## src/rtl/kv_stream_fetcher.sv

```systemverilog
// KV cache bank read fetcher: bursts a fetch command into bank reads, buffers in a FWFT FIFO.
// Define KV_FETCH_CKSUM_EN to add the cksum output (running XOR of pushed beats).
module kv_stream_fetcher #(
    parameter int MAX_LAYERS = 4,
    parameter int MAX_HEADS  = 4,
    parameter int MAX_SEQ    = 512,
    parameter int HEAD_DIM   = 16,
    parameter int DW         = 8,
    parameter int CHUNK      = 8,
    parameter int FIFO_DEPTH = 16
) (
    input  logic                           clk,
    input  logic                           rst,
    input  logic                           cmd_valid,
    output logic                           cmd_ready,
    input  logic [$clog2(MAX_LAYERS)-1:0]  cmd_layer,
    input  logic [$clog2(MAX_HEADS)-1:0]   cmd_head,
    input  logic [$clog2(MAX_SEQ)-1:0]     cmd_time_start,
    input  logic [$clog2(MAX_SEQ):0]       cmd_len,
    input  logic                           cmd_is_v,
    output logic                           kv_req_valid,
    input  logic                           kv_req_ready,
    output logic [$clog2(MAX_LAYERS)-1:0]  kv_layer,
    output logic [$clog2(MAX_HEADS)-1:0]   kv_head,
    output logic                           kv_is_v,
    output logic [$clog2(MAX_SEQ)-1:0]     kv_time_start,
    output logic [$clog2(MAX_SEQ)-1:0]     kv_time_len,
    input  logic                           kv_data_valid,
    input  logic [HEAD_DIM*DW-1:0]         kv_data,
    input  logic                           kv_data_last,
    output logic                           out_valid,
    input  logic                           out_ready,
    output logic [HEAD_DIM*DW-1:0]         out_data,
    output logic [$clog2(MAX_SEQ)-1:0]     out_time,
    output logic                           out_last,
    output logic                           busy,
    output logic                           done,
    output logic                           err_cmd,
`ifdef KV_FETCH_CKSUM_EN
    output logic [HEAD_DIM*DW-1:0]         cksum,
`endif
    output logic                           err_proto
);
    localparam int TW   = $clog2(MAX_SEQ);
    localparam int NW   = TW + 1;
    localparam int XW   = NW + 1;
    localparam int DATW = HEAD_DIM * DW;
    localparam int AW   = $clog2(FIFO_DEPTH);
    localparam int CW   = AW + 1;
    localparam int EW   = DATW + TW + 1;

    typedef enum logic [1:0] {S_IDLE, S_ISSUE, S_WAIT, S_DRAIN} state_t;

    state_t                        state_q;
    logic [NW-1:0]                 rem_q, beat_q, blen;
    logic [TW-1:0]                 next_t_q, end_t_q, beat_t;
    logic [CW-1:0]                 cnt_q, free;
    logic [AW-1:0]                 wr_q, rd_q;
    logic [EW-1:0]                 mem_q [FIFO_DEPTH];
    logic [EW-1:0]                 head, entry;
    logic [$clog2(MAX_LAYERS)-1:0] layer_q;
    logic [$clog2(MAX_HEADS)-1:0]  head_q;
    logic                          is_v_q, done_q, err_cmd_q, err_proto_q;
    logic                          cmd_fire, cmd_bad, in_wait, beat_in;
    logic                          push, pop, full, last_beat, proto_bad;
    logic [XW-1:0]                 cmd_end;

    assign cmd_fire  = cmd_valid & cmd_ready;
    assign cmd_end   = XW'(cmd_len) + XW'(cmd_time_start);
    assign cmd_bad   = (cmd_len == '0) || (cmd_end > XW'(MAX_SEQ));
    assign blen      = (rem_q > NW'(CHUNK)) ? NW'(CHUNK) : rem_q;
    assign free      = CW'(FIFO_DEPTH) - cnt_q;
    assign full      = (cnt_q == CW'(FIFO_DEPTH));
    assign in_wait   = (state_q == S_WAIT);
    assign beat_in   = kv_data_valid & in_wait;
    assign push      = beat_in & ~full;
    assign pop       = out_valid & out_ready;
    assign last_beat = ((beat_q + NW'(1)) == blen);
    assign beat_t    = next_t_q + TW'(beat_q);
    assign entry     = {kv_data, beat_t, beat_t == end_t_q};
    // Stray beats, misplaced last flags and overflow all count as violations.
    assign proto_bad = (kv_data_valid & ~in_wait)
                     | (beat_in & (full | (kv_data_last != last_beat)));

    assign cmd_ready     = (state_q == S_IDLE);
    assign busy          = ~cmd_ready;
    assign kv_req_valid  = (state_q == S_ISSUE) && (NW'(free) >= blen);
    assign kv_layer      = layer_q;
    assign kv_head       = head_q;
    assign kv_is_v       = is_v_q;
    assign kv_time_start = next_t_q;
    assign kv_time_len   = (state_q == S_ISSUE) ? TW'(blen - NW'(1)) : '0;
    assign done          = done_q;
    assign err_cmd       = err_cmd_q;
    assign err_proto     = err_proto_q;
    assign out_valid     = (cnt_q != '0);
    assign head          = out_valid ? mem_q[rd_q] : '0;
    assign {out_data, out_time, out_last} = head;

    always_ff @(posedge clk or posedge rst) begin
        if (rst) begin
            state_q     <= S_IDLE;
            rem_q       <= '0;
            beat_q      <= '0;
            next_t_q    <= '0;
            end_t_q     <= '0;
            layer_q     <= '0;
            head_q      <= '0;
            is_v_q      <= 1'b0;
            done_q      <= 1'b0;
            err_cmd_q   <= 1'b0;
            err_proto_q <= 1'b0;
        end else begin
            done_q      <= 1'b0;
            err_cmd_q   <= 1'b0;
            err_proto_q <= proto_bad;
            case (state_q)
                S_IDLE: if (cmd_valid) begin
                    layer_q <= cmd_layer;
                    head_q  <= cmd_head;
                    is_v_q  <= cmd_is_v;
                    if (cmd_bad) begin
                        done_q    <= 1'b1;
                        err_cmd_q <= 1'b1;
                    end else begin
                        rem_q    <= cmd_len;
                        next_t_q <= cmd_time_start;
                        end_t_q  <= cmd_time_start + TW'(cmd_len) - TW'(1);
                        state_q  <= S_ISSUE;
                    end
                end
                S_ISSUE: if (kv_req_valid && kv_req_ready) begin
                    beat_q  <= '0;
                    state_q <= S_WAIT;
                end
                S_WAIT: if (beat_in) begin
                    if (last_beat) begin
                        beat_q   <= '0;
                        rem_q    <= rem_q - blen;
                        next_t_q <= next_t_q + TW'(blen);
                        state_q  <= (rem_q == blen) ? S_DRAIN : S_ISSUE;
                    end else begin
                        beat_q <= beat_q + NW'(1);
                    end
                end
                S_DRAIN: if (cnt_q == '0) begin
                    done_q  <= 1'b1;
                    state_q <= S_IDLE;
                end
                default: state_q <= S_IDLE;
            endcase
        end
    end

    always_ff @(posedge clk or posedge rst) begin
        if (rst) begin
            cnt_q <= '0;
            wr_q  <= '0;
            rd_q  <= '0;
        end else begin
            cnt_q <= cnt_q + CW'(push) - CW'(pop);
            if (push) wr_q <= wr_q + AW'(1);
            if (pop)  rd_q <= rd_q + AW'(1);
        end
    end

    always_ff @(posedge clk) begin
        if (push) mem_q[wr_q] <= entry;
    end

`ifdef KV_FETCH_CKSUM_EN
    logic [DATW-1:0] cksum_q;
    assign cksum = cksum_q;

    always_ff @(posedge clk or posedge rst) begin
        if (rst)           cksum_q <= '0;
        else if (cmd_fire) cksum_q <= '0;
        else if (push)     cksum_q <= cksum_q ^ kv_data;
    end
`endif
endmodule

```

## config.mk

```make
export PLATFORM = sky130hd
export DESIGN_NAME = kv_stream_fetcher
export DESIGN_NICKNAME = d
export VERILOG_FILES = /design/src/rtl/kv_stream_fetcher.sv
export SDC_FILE = /design/constraint.sdc
export NUM_CORES = 2
export LEC_CHECK = 0
export ABC_AREA = 1
export ABC_CLOCK_PERIOD_IN_PS = 14400
export BUFFER_PORTS_ARGS = -buffer_cell sky130_fd_sc_hd__buf_2
export CORE_MARGIN = 5
export CORE_UTILIZATION = 40
export CTS_BUF_LIST = sky130_fd_sc_hd__clkbuf_4
export CTS_CLUSTER_DIAMETER = 60
export DETAILED_ROUTE_END_ITERATION = 12
export SLEW_MARGIN = 20
export SYNTH_ARGS = -nofsm -noshare
export SYNTH_HDL_FRONTEND = slang
export SYNTH_SLANG_ARGS = --single-unit
```

## constraint.sdc

```tcl
create_clock -name clk -period 14.4 [get_ports clk]
set_clock_uncertainty 0.15 [all_clocks]
set_input_delay 4.32 -clock clk [delete_from_list [all_inputs] [get_ports clk]]
set_output_delay 4.32 -clock clk [all_outputs]
set_load 0.01 [all_outputs]
```

==> impl_metrics.yaml <==
timing:
  worstMarginPinSlew_ps: 1160
  setup_viol: 0
  hold_viol_final: 0
  finalCriticalPeriod_ps: 10830
  layout_setup_ws_ps: 3570
  tns_ps: 0
  timing.fmax_ghz: 0.0923
  max_slew_margin: 0.225
  slew_violations: 0
  rsz0062_at_grt: "no"
  finalCritPeriodShare: 0.752
  fin_hold_ws_ps: 355
setup_path:
  cpMostUsedCell: "buf_4"
  worstSetupPathType: "flop to output pin"
  max_stage_delay_ps: 940
  worst-path-buf-inv: 4
  required_ps: 9930
  cp_top_family: "buffers and inverters"
  worstPathCellList: "buf_4 > buf_6 > buf_4 > o21ai_0 > o221ai_1 > o211ai_1 > a21oi_1 > buf_2"
  crit_slowest_cell: "dfrtp_4"
  critPathMaxFanout: 98
  endpoint_kind: "output pin"
  worst_ep_arrival_time_ps: 6360
  start_kind: "flop"
clock_network:
  cts_tree: "done"
  clkLatencyLatePin_ps: 1390
  cts_setup_buffers: 0
  cts-root-buf: "clkbuf_4"
  ctsResizeCount: 0
  clock_sinks: 2269
  hold_buffers: 0
  cts_buffer_depth: 4
  htreeDepth: 6
  clkTransAtPathRegs_ps: 70
  cts_made_buffers: 603
yosys:
  synth_cell_type_count: 46
  synth_common_cells: "2208 x edfxtp_1, 1156 x o21ai_0, 1153 x nor2_1"
  synth_warnings: 0
  synthTopCellsByArea: "edfxtp_1 73%, o21ai_0 6.4%, nor2_1 4.8%"
  synthCells: 6690
  synth.cell_area_um2: 90500
  synthArstFlopShare: 0.0269
  ys.flop_type: "edfxtp_1"
  synth_top_cell_by_area: "edfxtp_1"
  synth.avg_cell_area_um2: 13.5
  synth-edff-count: 2208
  ys_seq_area_frac: 0.749
  synth.most_common_cell: "edfxtp_1"
  synth_seq_cells: 2269
  synth_top_area_frac: 0.732
floorplanning:
  ioPinCount: 327
  design.core.area_um2: 225000
  rows: 174
  start_util: 0.402
  die-area_um2: 236000
  dieHeight_um: 486
  die_x_um: 486
power:
  comb_power_share: 0.335
  p_clk_frac: 0.273
  switching_share: 0.380
  power_uw: 19900
  seqPwrFrac: 0.391
  pwr_density_cell_nw_per_um2: 194
  p_int_uw: 12300
  ir_drop_uv: 258
  switchingPower_uw: 7550
  p_leak_uw: 0.0339
drt:
  vias_per_cell: 5.65
  wl_per_cell_um: 24.0
  drc: 0
  ant_nets: 0
  totalWireLength_um: 256000
  dr_total_vias: 60100
  drtPass1Iterations: 5
  drtIter0Drc: 5243
place:
  dp_slack_ps: 4800
  gp_congestion: 0.820
  place_hpwl_um: 115000
  portBuffers: 326
status:
  status: "finished clean"
final_layout:
  final_nets: 7448
  area_delta_synth_final_pct: 13.0
  final_util: 0.454
  drive_gt1_frac: 0.180
global_routing:
  grt_usage: 0.210
  grt-ovfl-total: 0
  grt_first_pass_wirelength_um: 376000
  antenna_found_initial: 66
  grt_pass1_vias: 60300
  grt_max_degree: 240
hold_path:
  hp-class: "flop to flop"
job:
  cap_viol_max_count: 0
[placed cells by master, fill, tap and decap left out, types with 7 or more instances in the layout]
master and instances:
a21oi_1 174, buf_12 19, buf_2 326, buf_4 57
bufinv_16 7, clkbuf_4 867, clkinv_1 86, clkinv_2 10
dfrtp_1 57, diode_2 40, edfxtp_1 2208, ha_1 66
inv_1 139, inv_2 17, nand2_1 229, nand2_2 9
nand3_1 174, nand4_1 19, nor2_1 1138, nor2_4 15
o211ai_1 167, o21ai_0 1156, o221ai_1 389, o22ai_1 164
xnor2_1 11, xor2_1 27
[cell families (layout without fill, tap and decap cells)]
| kind of cell | count (synthesis) | in the layout | share of synthesized area |
|---|---|---|---|
| mux | 5 | 5 | 0.000622 |
| other cells | 2 | 46 | 0.0000829 |
| buf+inv | 635 | 1543 | 0.0276 |
| fa+ha+maj | 72 | 72 | 0.0104 |
| compound gates | 2061 | 2061 | 0.137 |
| flops | 2269 | 2269 | 0.749 |
| simple gates | 1608 | 1608 | 0.0712 |
| xor+xnor | 38 | 38 | 0.00368 |
[final cells by class]
cell class              instances  area, µm²
fillers                     20400     123000
clock buffers                 867       6510
repair buffers                406       2480
well taps                    2992       3740
diodes                         40        100
clock inverters               123        686
inverters                     147        582
multi-input cells            3790      20400
flip-flops and latches       2269      67800
[path summary, 6_finish.rpt]
kind	start	endpoint	slack (ps)	depth (start not counted)
min in group asynchronous	rst	state_q[0]$_DFFE_PP0P_	2700	2
worst min-delay path	kv_layer[0]$_DFFE_PP0P_	kv_layer[0]$_DFFE_PP0P_	360	1
worst min register to register	kv_layer[0]$_DFFE_PP0P_	kv_layer[0]$_DFFE_PP0P_	360	1
worst max register to register	state_q[0]$_DFFE_PP0P_	mem_q[0][48]$_DFFE_PP_	8120	10
max in group asynchronous	rst	rd_q[3]$_DFFE_PP0P_	10280	3
worst max-delay path	rd_q[1]$_DFFE_PP0P_	out_data[91]	3570	8
[stage by stage]
| stage | area (µm²) | std cells |
|---|---|---|
| floorplan | 90600 | 6694 |
| CTS | 102000 | 10600 |
| finish | 102000 | 10600 |
| global route | 102000 | 10600 |
| detailed placement | 95000 | 9603 |
| global placement | 95000 | 9603 |
[registers in the layout (all words and copies together), names as in the netlist]
| register | flops |
|---|---|
| rd_q | 4 |
| err_proto | 1 |
| state_q | 2 |
| err_cmd | 1 |
| cnt_q | 5 |
| done | 1 |
| mem_q | 2208 |
| kv_layer | 2 |
| rem_q | 10 |
| beat_q | 10 |
| end_t_q | 9 |
| wr_q | 4 |
| kv_head | 2 |
| kv_time_start | 9 |
| kv_is_v | 1 |
[worst reg2reg max path, stage by stage (launching register included)]
cell	delay, ps
dfrtp_1	410
inv_1	120
ha_1	870
inv_1	630
nor2_1	270
nand2_1	230
inv_1	210
nand2_1	280
nor2_4	950
buf_4	840
buf_4	740
[power by group through the flow]
stage / registers [µW] / clock network (µW) / logic [µW]
floorplan: 7780 / 0 / 4290
global placement: 7910 / 0 / 6550
detailed placement: 7920 / 0 / 6640
CTS: 7780 / 5590 / 6670
global route: 7800 / 5950 / 7290
finish: 7780 / 5430 / 6660
[per-layer routing]
metal | vias to the layer above | part of all wire | global-route usage
li1 | 26900 | - | -
met1 | 30100 | 0.41 | 0.266
met2 | 2476 | 0.48 | 0.344
met3 | 536 | 0.081 | 0.0523
met4 | 34 | 0.035 | 0.0914
met5 | - | 0.0014 | 0.00443
(Power assumes the default switching activity.)
